File: config.mk
export PLATFORM = sky130hd
export DESIGN_NAME = alu_result_buffer
export DESIGN_NICKNAME = d
export VERILOG_FILES = /design/src/rtl/alu_types.sv /design/src/rtl/alu_result_buffer.sv
export SDC_FILE = /design/constraint.sdc
export NUM_CORES = 1
export LEC_CHECK = 0
export BUFFER_PORTS_ARGS = -buffer_cell sky130_fd_sc_hd__buf_2
export CAP_MARGIN = 20
export CORE_ASPECT_RATIO = 1.1
export CORE_UTILIZATION = 32
export CTS_BUF_LIST = sky130_fd_sc_hd__clkbuf_8
export DETAILED_ROUTE_END_ITERATION = 10
export GPL_ROUTABILITY_DRIVEN = 0
export GPL_TIMING_DRIVEN = 0
export MAX_ROUTING_LAYER = met4
export PLACE_DENSITY = 0.5
export SYNTH_ARGS = -nofsm -noshare
export SYNTH_HDL_FRONTEND = slang
export SYNTH_SLANG_ARGS = --single-unit
File: constraint.sdc
create_clock -name clk -period 2.45 [get_ports clk]
set_clock_uncertainty 0.1 [all_clocks]
set_input_delay 0.49 -clock clk [delete_from_list [all_inputs] [get_ports clk]]
set_output_delay 0.49 -clock clk [all_outputs]
set_load 0.02 [all_outputs]
File: src/rtl/alu_types.sv
// Shared ALU types: operation tag, result flags and result buffer depth.
package alu_types;

    typedef enum logic [3:0] {
        ALU_AND = 4'd0,
        ALU_OR  = 4'd1,
        ALU_ADD = 4'd2,
        ALU_SUB = 4'd3,
        ALU_SLT = 4'd4,
        ALU_NOR = 4'd5,
        ALU_XOR = 4'd6,
        ALU_SLL = 4'd7
    } alu_control_t;

    typedef struct packed {
        logic overflow;
        logic zero;
        logic equal;
    } alu_flags_t;

    localparam int ALU_RB_DEPTH = 2;

endpackage

File: src/rtl/alu_result_buffer.sv
// Two-entry skid buffer registering ALU results, flags and tag for the next stage.
// Optional per-entry parity output enabled by ALU_RESULT_BUFFER_PARITY_EN.
module alu_result_buffer
    import alu_types::*;
#(
    parameter int N  = 32,
    parameter int CW = 16
) (
    input  logic          clk,
    input  logic          rst_n,
    input  logic          in_valid,
    output logic          in_ready,
    input  alu_control_t  in_control,
    input  logic [N-1:0]  in_result,
    input  logic          in_overflow,
    input  logic          in_zero,
    input  logic          in_equal,
    output logic          out_valid,
    input  logic          out_ready,
    output alu_control_t  out_control,
    output logic [N-1:0]  out_result,
    output alu_flags_t    out_flags,
    output logic          sticky_overflow,
    input  logic          clear_sticky,
`ifdef ALU_RESULT_BUFFER_PARITY_EN
    output logic          out_parity,
`endif
    output logic [CW-1:0] op_count
);

    logic [N-1:0] result_q  [ALU_RB_DEPTH];
    alu_control_t control_q [ALU_RB_DEPTH];
    alu_flags_t   flags_q   [ALU_RB_DEPTH];
`ifdef ALU_RESULT_BUFFER_PARITY_EN
    logic         parity_q  [ALU_RB_DEPTH];
`endif
    logic         head;
    logic         tail;
    logic [1:0]   count;
    logic         push;
    logic         pop;

    // in_ready is qualified by rst_n so the ALU sees "not ready" throughout reset
    assign in_ready  = rst_n && (count != 2'(ALU_RB_DEPTH));
    assign out_valid = (count != 2'd0);
    assign push      = in_valid && in_ready;
    assign pop       = out_valid && out_ready;

    assign out_result  = result_q[head];
    assign out_control = control_q[head];
    assign out_flags   = flags_q[head];
`ifdef ALU_RESULT_BUFFER_PARITY_EN
    assign out_parity  = parity_q[head];
`endif

    always_ff @(posedge clk or negedge rst_n) begin
        if (!rst_n) begin
            for (int i = 0; i < ALU_RB_DEPTH; i++) begin
                result_q[i]  <= '0;
                control_q[i] <= ALU_AND;
                flags_q[i]   <= '0;
`ifdef ALU_RESULT_BUFFER_PARITY_EN
                parity_q[i]  <= 1'b0;
`endif
            end
            head            <= 1'b0;
            tail            <= 1'b0;
            count           <= 2'd0;
            sticky_overflow <= 1'b0;
            op_count        <= '0;
        end else begin
            if (push) begin
                result_q[tail]  <= in_result;
                control_q[tail] <= in_control;
                flags_q[tail]   <= '{overflow: in_overflow, zero: in_zero, equal: in_equal};
`ifdef ALU_RESULT_BUFFER_PARITY_EN
                parity_q[tail]  <= ^in_result;
`endif
                tail            <= ~tail;
            end
            if (pop) begin
                head <= ~head;
            end

            case ({push, pop})
                2'b10:   count <= count + 2'd1;
                2'b01:   count <= count - 2'd1;
                default: count <= count;
            endcase

            // a new overflow outranks a simultaneous clear
            if (push && in_overflow) begin
                sticky_overflow <= 1'b1;
            end else if (clear_sticky) begin
                sticky_overflow <= 1'b0;
            end

            if (push && (op_count != {CW{1'b1}})) begin
                op_count <= op_count + CW'(1);
            end
        end
    end

endmodule

==> flow_metrics.tcl <==
set metrics [dict create \
    dpl_worst_slack_ns -0.3973 \
    grt_max_degree 54 \
    coreArea_mm2 0.01332 \
    htree_levels 3 \
    synth_top_area_share_pct 56.38 \
    syn-cell-area_mm2 0.004394 \
    postLayoutCoreUtil_pct 40.46 \
    seqPwrFrac_pct 40.1 \
    cp_slowest_cell "dfrtp_1" \
    clock-sinks 99 \
    end_kind "primary output" \
    die_h_um 124.9 \
    placed_cell_area_mm2 0.005160 \
    maxSlewHeadroom_pct 52.63 \
    finalPower_mw 6.899 \
    drt_iter0_drc 91 \
    firstDrtPassIters 4 \
    syn2layout_area_growth_pct 22.67 \
    finalCritPeriodShare_pct 92.82 \
    ios 102 \
    drc_errors 0 \
    power_density_mw_per_mm2 1280 \
    synth_area_leaders "dfrtp_1 (56%), mux2_2 (30%), xor2_1 (3.2%)" \
    fin_nets 463 \
    hp-class "input port to flip-flop" \
    power.switching_mw 2.586 \
    grt_antenna_before_repair 0 \
    wl_um 9438 \
    synth_flop_cell "dfrtp_1" \
    ys_seq_area_share_pct 56.38 \
    critical-path-max-stage-delay_ns 0.41 \
    tns_ns 0 \
    drtAntennaViolNets 0 \
    cts_root_buf "clkbuf_8" \
    grt_pass1_wl_um 14830 \
    finalHoldViolations 0 \
    design_area_mm2 0.005390 \
    arrival_ns 1.68 \
    row_count 44 \
    portBuffers 101 \
    start_util_pct 32.98 \
    synth_nets 346 \
    required_ns 1.86 \
    drv_slew 0 \
    gr-total-overflow 0 \
    cts_max_path_buffers 2 \
    switching_share_pct 37.48 \
    synth_cells 300 \
    vias 2760 \
    via_per_inst 4.554 \
    cp_top_family "buffers and inverters" \
    postSynthAreaPerCell_um2 14.65 \
    synth_top_cell_by_area "dfrtp_1" \
    internal-power_mw 4.313 \
    synth.distinct_cells 36 \
    synthMostInstantiatedCell "mux2_2" \
    clkSlewWorstSetupHoldPaths_ns 0.10 \
    power_frac_comb_pct 46.5 \
    leakage_nw 2.551 \
    cts_made_buffers 9 \
    antenna_cells 0 \
    status "complete, no violations" \
    final_cells 606 \
    hpwl_um 6367 \
    final-setup-viol-count 0 \
    ys_ff_latch 99 \
    clk_latency_ns 0.38 \
    synth_edf_count 0 \
    maxCapViolCount 0 \
    dp.cells 586 \
    critical_path_class "flip-flop to primary output" \
    tightest_slew_ns 0.7082 \
    fin_hold_ws_ns 0.1803 \
    cp_cell_sequence "clkbuf_2 > mux2_2 > buf_2" \
    yosys-top-cells-count "mux2_2 (118), dfrtp_1 (99), xor2_1 (16)" \
    min_period_ns 2.274 \
    dieArea_mm2 0.01420 \
    start_kind "flip-flop" \
    grt.total_usage_pct 14.13 \
    synthArstFlopShare_pct 100.0 \
    yosys_warnings 0 \
    drive_gt1_share_pct 61.37 \
    cp_max_fo 10 \
    setup_slack_ns 0.1758 \
    ir_worst_vdd_mv 0.4775 \
    cts_tree "yes" \
    crit_buf_inv 2 \
    first_global_vias 2941 \
    rsz0062_at_grt "no" \
    max_freq_ghz 0.4397 \
    die_x_um 113.7 \
    wl_per_cell_um 15.57 \
    p_clk_share_pct 13.4 \
]
[cells by family (layout without fill, tap and decap cells)]
group	count (synthesis)	in the layout	share of synthesized area [%]
xor gates and xnor gates	19	19	3.787
buffers and inverters	15	137	1.936
AOI/OAI and AO/OA	3	3	0.3700
muxes	118	118	30.24
adders and majority gates	2	2	0.5694
DFF	99	99	56.38
and+or+nand+nor	44	44	6.720
[worst paths after layout]
path	slack, ns	startpoint	cells past startpoint	end
min reg2reg	0.41	tail	1	tail
max in group asynchronous	1.19	rst_n	2	result_q[45]
max reg2reg	0.37	count[0]	6	result_q[21]
min in group asynchronous	0.61	rst_n	2	result_q[1]
min	0.18	clear_sticky	2	sticky_overflow
max	0.18	head	3	out_flags[2]
[power groups by stage]
stage | clock network (mW) | registers, mW | logic (mW)
after floorplan | 0 | 2.74 | 2.32
after global placement | 0 | 2.75 | 3.18
after detailed placement | 0 | 2.80 | 3.23
after CTS | 0.969 | 2.77 | 3.25
after global routing | 1.02 | 2.87 | 3.45
final | 0.927 | 2.76 | 3.21
[routing by layer]
metal,track usage (%),wire (um),vias to the layer above
li1,-,-,1301
met1,17.48,4301,1384
met2,21.56,4529,59
met3,2.822,356,16
met4,7.740,250,0
met5,-,0,-
[sequential cells by signal, indices dropped and copies added, names as in the netlist]
name	flops
result_q	64
op_count	16
sticky_overflow	1
flags_q	6
count	2
tail	1
control_q	8
head	1
[area by class of cell]
class | count | area [um2]
Inverter | 2 | 7.507
Fill cell | 1310 | 7933
Timing Repair Buffer | 106 | 599.3
Clock inverter | 7 | 37.54
Sequential cell | 99 | 2477
Tap cell | 184 | 230.2
Clock buffer | 9 | 123.9
Multi-Input combinational cell | 186 | 1832
Buffer | 13 | 82.58
[timing repair]
action,CTS,global route
endpoints found under the setup margin,39,30
hold endpoints to repair,0,35
resized for setup,4,1
hold buffers,0,4
setup buffers,0,0
[worst register-to-register path: cells and delay by family, from the launching register on]
| kind | cells | cell delay (ns) |
|---|---|---|
| mux | 1 | 0.35 |
| simple gates | 3 | 0.51 |
| buf+inv | 2 | 0.56 |
| flops | 1 | 0.44 |
[cells in the final DEF, fill, tap and decap left out, types with 2 or more instances in the layout]
cell,count
ha_1,2
nor3_1,7
inv_1,3
dfrtp_1,99
xnor2_1,3
clkinv_2,3
clkbuf_8,9
dlygate4sd3_1,2
and3_1,2
buf_12,2
nor2_1,4
buf_4,2
buf_2,108
buf_6,3
xor2_1,16
clkinvlp_4,2
nand3_1,3
nand2_1,8
nor4_1,2
nand4_1,4
mux2_2,118
Note: power is estimated with default switching activity, not from simulation.
